$ cat src/rtl/ras_ckpt.sv
// Return address stack with a speculative copy (prediction side) and an architectural copy
// (in-order commit lanes); flush restores spec from arch. Optional counters under RAS_STATS_EN.
module ras_ckpt #(
    parameter int unsigned PLEN        = 32,
    parameter int unsigned DEPTH       = 8,
    parameter int unsigned NRET        = 2,
    parameter int unsigned INSTR_BYTES = 4
) (
    input  logic                           clk_i,
    input  logic                           rst_i,
    input  logic                           pred_valid_i,
    input  logic                           pred_is_call_i,
    input  logic                           pred_is_ret_i,
    input  logic [PLEN-1:0]                pred_push_addr_i,
    output logic                           top_valid_o,
    output logic [PLEN-1:0]                top_o,
    input  logic [NRET-1:0]                ras_update_valid_i,
    input  logic [NRET-1:0]                ras_update_is_call_i,
    input  logic [NRET-1:0]                ras_update_is_ret_i,
    input  logic [NRET-1:0][PLEN-1:0]      ras_update_pc_i,
    input  logic                           flush_i,
    output logic [$clog2(DEPTH+1)-1:0]     spec_count_o,
    output logic [$clog2(DEPTH+1)-1:0]     arch_count_o
`ifdef RAS_STATS_EN
    ,
    output logic [31:0]                    spec_overflow_cnt_o,
    output logic [31:0]                    spec_underflow_cnt_o
`endif
);

    localparam int unsigned PTRW = $clog2(DEPTH);
    localparam int unsigned CNTW = $clog2(DEPTH+1);

    typedef struct packed {
        logic [DEPTH-1:0][PLEN-1:0] ent;
        logic [PTRW-1:0]            ptr;
        logic [CNTW-1:0]            cnt;
    } stack_t;

    // Pop (ignored when empty) then push (overwrites oldest when full).
    function automatic stack_t stack_op(input stack_t s, input logic do_pop,
                                        input logic do_push, input logic [PLEN-1:0] addr);
        stack_t r;
        r = s;
        if (do_pop && (r.cnt != '0)) begin
            r.ptr = r.ptr - PTRW'(1);
            r.cnt = r.cnt - CNTW'(1);
        end
        if (do_push) begin
            r.ptr        = r.ptr + PTRW'(1);
            r.ent[r.ptr] = addr;
            if (r.cnt != CNTW'(DEPTH)) begin
                r.cnt = r.cnt + CNTW'(1);
            end
        end
        return r;
    endfunction

    stack_t spec_q, spec_d;
    stack_t arch_q, arch_d;
    logic   pred_act;

    assign pred_act = pred_valid_i & ~flush_i;

    always_comb begin
        arch_d = arch_q;
        for (int i = 0; i < int'(NRET); i++) begin
            if (ras_update_valid_i[i]) begin
                arch_d = stack_op(arch_d, ras_update_is_ret_i[i], ras_update_is_call_i[i],
                                  ras_update_pc_i[i] + PLEN'(INSTR_BYTES));
            end
        end
    end

    // Flush takes arch including this cycle's commits, so restore never lags retirement.
    always_comb begin
        spec_d = spec_q;
        if (flush_i) begin
            spec_d = arch_d;
        end else if (pred_act) begin
            spec_d = stack_op(spec_q, pred_is_ret_i, pred_is_call_i, pred_push_addr_i);
        end
    end

    always_ff @(posedge clk_i) begin
        if (rst_i) begin
            spec_q <= '0;
            arch_q <= '0;
        end else begin
            spec_q <= spec_d;
            arch_q <= arch_d;
        end
    end

    assign top_valid_o  = (spec_q.cnt != '0);
    assign top_o        = top_valid_o ? spec_q.ent[spec_q.ptr] : '0;
    assign spec_count_o = spec_q.cnt;
    assign arch_count_o = arch_q.cnt;

`ifdef RAS_STATS_EN
    logic [31:0] ovf_q, unf_q;
    logic        ovf_hit, unf_hit;

    // A call paired with a ret pops first, so it never overflows.
    assign ovf_hit = pred_act & pred_is_call_i & ~pred_is_ret_i &
                     (spec_q.cnt == CNTW'(DEPTH));
    assign unf_hit = pred_act & pred_is_ret_i & (spec_q.cnt == '0);

    always_ff @(posedge clk_i) begin
        if (rst_i) begin
            ovf_q <= '0;
            unf_q <= '0;
        end else begin
            if (ovf_hit) ovf_q <= ovf_q + 32'd1;
            if (unf_hit) unf_q <= unf_q + 32'd1;
        end
    end

    assign spec_overflow_cnt_o  = ovf_q;
    assign spec_underflow_cnt_o = unf_q;
`endif

endmodule

$ cat config.mk
export PLATFORM = sky130hd
export DESIGN_NAME = ras_ckpt
export DESIGN_NICKNAME = d
export VERILOG_FILES = /design/src/rtl/ras_ckpt.sv
export SDC_FILE = /design/constraint.sdc
export NUM_CORES = 2
export LEC_CHECK = 0
export ABC_CLOCK_PERIOD_IN_PS = 12500
export BUFFER_PORTS_ARGS = -buffer_cell sky130_fd_sc_hd__buf_2
export CAP_MARGIN = 15
export CORE_UTILIZATION = 50
export DETAILED_ROUTE_END_ITERATION = 10
export MAX_ROUTING_LAYER = met4
export PLACE_DENSITY = 0.76
export SLEW_MARGIN = 20
export SYNTH_ARGS = -nofsm -noshare
export SYNTH_HDL_FRONTEND = slang
export SYNTH_SLANG_ARGS = --single-unit
$ cat constraint.sdc
create_clock -name clk_i -period 12.5 [get_ports clk_i]
set_clock_uncertainty 0.05 [all_clocks]
set_input_delay 0.625 -clock clk_i [delete_from_list [all_inputs] [get_ports clk_i]]
set_output_delay 0.625 -clock clk_i [all_outputs]
set_load 0.02 [all_outputs]
==> impl_metrics.env <==
export IMPL_drive_gt1_share_pct=13.73
export IMPL_grt_usage_pct=34.16
export IMPL_cts_resized=0
export IMPL_tns_ns=0
export IMPL_min_period_over_period_pct=57.48
export IMPL_layout_common_cells="nor2_1 (575), dfxtp_1 (523), a21oi_1 (460)"
export IMPL_cp_arrival_ns=7.64
export IMPL_netlist_instances=3458
export IMPL_start_util_pct=51.05
export IMPL_drt_wl_total_um=97500
export IMPL_p_comb_share_pct=45.7
export IMPL_drc_errors=0
export IMPL_worst_setup_path_type="reg -> reg"
export IMPL_finalHoldViolations=0
export IMPL_fmax_ghz=0.1392
export IMPL_crit_path_start_kind="flip-flop"
export IMPL_syn_to_final_growth_pct=10.34
export IMPL_portBuffers=148
export IMPL_cap_violations=0
export IMPL_synth_main_ff_cell="dfxtp_1"
export IMPL_root_buffer="clkbuf_16"
export IMPL_layout_commonest_cell="nor2_1"
export IMPL_dieHeight_um=240.3
export IMPL_ant_nets=0
export IMPL_clkLatencyLatePin_ns=0.64
export IMPL_clk_pin_slew_ns=0.06
export IMPL_die_area_sq_um=57750
export IMPL_slew_violations=0
export IMPL_routedWlPerCell_um=23.23
export IMPL_synth_avg_cell_area_sq_um=8.212
export IMPL_viasPerCell=6.505
export IMPL_synth_seq_cells=526
export IMPL_drtIter0Drc=3326
export IMPL_routabilityCongestion=0.9261
export IMPL_core_sq_um=55630
export IMPL_grt_pass1_vias=25080
export IMPL_grt_first_pass_wirelength_um=147700
export IMPL_synth_area_sq_um=28400
export IMPL_cts_hold_buf=0
export IMPL_end_kind="flip-flop"
export IMPL_setup_ws_ns=5.315
export IMPL_rows=86
export IMPL_dr_pass1_iters=9
export IMPL_grt_antenna_before_repair=5
export IMPL_hold_path_class="in -> reg"
export IMPL_p_sw_share_pct=42.52
export IMPL_vias=27307
export IMPL_cts_tree="yes"
export IMPL_p_clk_share_pct=22.4
export IMPL_synth_cell_types=86
export IMPL_dp_slack_ns=5.463
export IMPL_yosys_warnings=0
export IMPL_hpwl_um=59130
export IMPL_syn_nets=3582
export IMPL_clockBufferDepth=3
export IMPL_ioPinCount=149
export IMPL_final_nets=3526
export IMPL_grt_max_degree=121
export IMPL_cts_htree_levels=2
export IMPL_ir_worst_vdd_v=0.0002370
export IMPL_setup_viol=0
export IMPL_synthDominantCellAreaShare_pct=37.08
export IMPL_leakagePower_nw=11.26
export IMPL_cp_required_ns=12.96
export IMPL_rsz0062_at_grt="no"
export IMPL_cts_sinks=526
export IMPL_status="finished, final reports clean"
export IMPL_synth_top_area_cell="dfxtp_1"
export IMPL_grt_overflow_total=0
export IMPL_switchingPower_w=0.003230
export IMPL_p_int_w=0.004366
export IMPL_p_per_area_nw_per_um2=242.4
export IMPL_synth_area_top_cells="dfxtp_1 (37%), mux2i_1 (8.6%), a21oi_1 (8.2%)"
export IMPL_slew_limit_headroom_pct=15.12
export IMPL_synthArstFlopShare_pct=0
export IMPL_cts_buffers=54
export IMPL_period_needed_ns=7.185
export IMPL_post_cts_setup_buffers=0
export IMPL_tightest_slew_ns=1.270
export IMPL_seqPwrFrac_pct=31.8
export IMPL_fillers=5008
export IMPL_cp_max_fo=43
export IMPL_ys_seq_area_share_pct=37.08
export IMPL_synth_edff_count=0
export IMPL_fp_dieW_um=240.3
-- metrics by stage --
| stage | area (sq um) | instances | hold slack [ns] | power (W) | utilization [%] |
|---|---|---|---|---|---|
| floorplan | 28400 | 3458 | 0.3927 | 0.004885 | - |
| global placement | 29460 | 4094 | 0.4245 | 0.005733 | 52.96 |
| detailed placement | 29460 | 4094 | 0.4263 | 0.005805 | 52.96 |
| CTS | 31320 | 4194 | 0.2487 | 0.007502 | 56.29 |
| global route | 31340 | 4198 | 0.2794 | 0.007984 | 56.33 |
| finish | 31340 | 4198 | 0.2693 | 0.007596 | 56.33 |
-- registers in the layout, indices dropped and copies added (netlist names) --
name	count
arch_count_o	4
arch_q	259
spec_count_o	4
spec_q	259
-- routing by layer --
metal  share of wire, %  track usage (%)  up-vias
li1                   -                -    12371
met1                 40            43.82    12990
met2                 45            52.14     1653
met3                 11            6.590      293
met4                4.5            15.23        0
met5                  0                -        -
-- cell type report --
| type | instances | area (sq um) | share of cell area, % |
|---|---|---|---|
| tap | 748 | 935.9 | 2.987 |
| inverter | 33 | 123.9 | 0.3953 |
| clock inverter | 17 | 210.2 | 0.6708 |
| timing repair buffer | 210 | 1222 | 3.901 |
| clock buffer | 83 | 1640 | 5.235 |
| multi-input combinational | 2577 | 16650 | 53.15 |
| antenna | 4 | 10.01 | 0.03194 |
| sequential | 526 | 10540 | 33.63 |
-- power by group through the flow --
stage                     Combinational [W]  Clock, W  Sequential [W]
after floorplan                     0.00256         0         0.00233
after global placement              0.00331         0         0.00242
after detailed placement            0.00337         0         0.00244
after CTS                           0.00339   0.00171         0.00241
after global routing                0.00375   0.00178         0.00246
final                               0.00347   0.00170         0.00242
-- cells by family (layout without fill, tap and decap cells) --
family	after synthesis	in the layout	share of synthesized area, %
adder cells (fa/ha/maj)	16	16	0.7049
multiplexers	358	358	15.71
XOR/XNOR	105	105	3.366
flip-flops	526	526	37.08
AO/OA/AOI/OAI	954	954	20.00
buffers and inverters	355	343	5.252
AND/OR/NAND/NOR	1144	1144	17.88
other	0	4	0
-- path summary, 6_finish.rpt --
| kind | end | slack (ns) | from | cells after the start |
|---|---|---|---|---|
| setup / recovery | spec_q[44] | 5.32 | arch_count_o[0] | 18 |
| hold reg to reg | spec_q[38] | 0.44 | spec_q[38] | 2 |
| setup reg to reg | spec_q[44] | 5.32 | arch_count_o[0] | 18 |
| hold / removal | spec_q[155] | 0.27 | pred_push_addr_i[20] | 3 |
-- synthesized netlist by cell type, types with 8 or more instances --
cell type / instances
mux2_2: 35
dfxtp_1: 526
buf_4: 20
nand2_1: 152
and4_1: 12
xnor2_1: 57
clkbuf_1: 254
a2111oi_2: 12
o31a_1: 11
o211ai_1: 10
a21oi_1: 463
nand2b_1: 9
nor2_1: 581
nor3_1: 244
mux4_2: 64
o31ai_1: 8
buf_2: 25
nand3_1: 35
nand4_1: 20
o21ai_0: 151
mux2_1: 14
and3_1: 20
a2111oi_0: 11
inv_1: 31
xor2_1: 45
and2_1: 9
ha_1: 16
a21o_1: 8
a311o_1: 23
a211oi_1: 10
o22ai_1: 161
mux2i_1: 243
nor4_1: 29
buf_1: 17
a31oi_1: 28
o21ai_1: 10
-- worst max-delay path, stage by stage (launching register included) --
cell and delay, ns:
dfxtp_1 0.43, inv_1 0.19, ha_1 0.36, nor3b_2 0.39, o221ai_1 0.27, o221a_2 0.35
nor3_1 0.53, ha_1 0.35, o2111ai_1 0.27, o31a_2 0.56, xnor2_1 0.18, ha_1 0.22
xnor3_2 0.51, xor2_4 0.22, buf_4 0.28, nor3_2 0.82, buf_4 0.58, nor3_1 0.12
a311o_1 0.31
(Power assumes the default switching activity.)
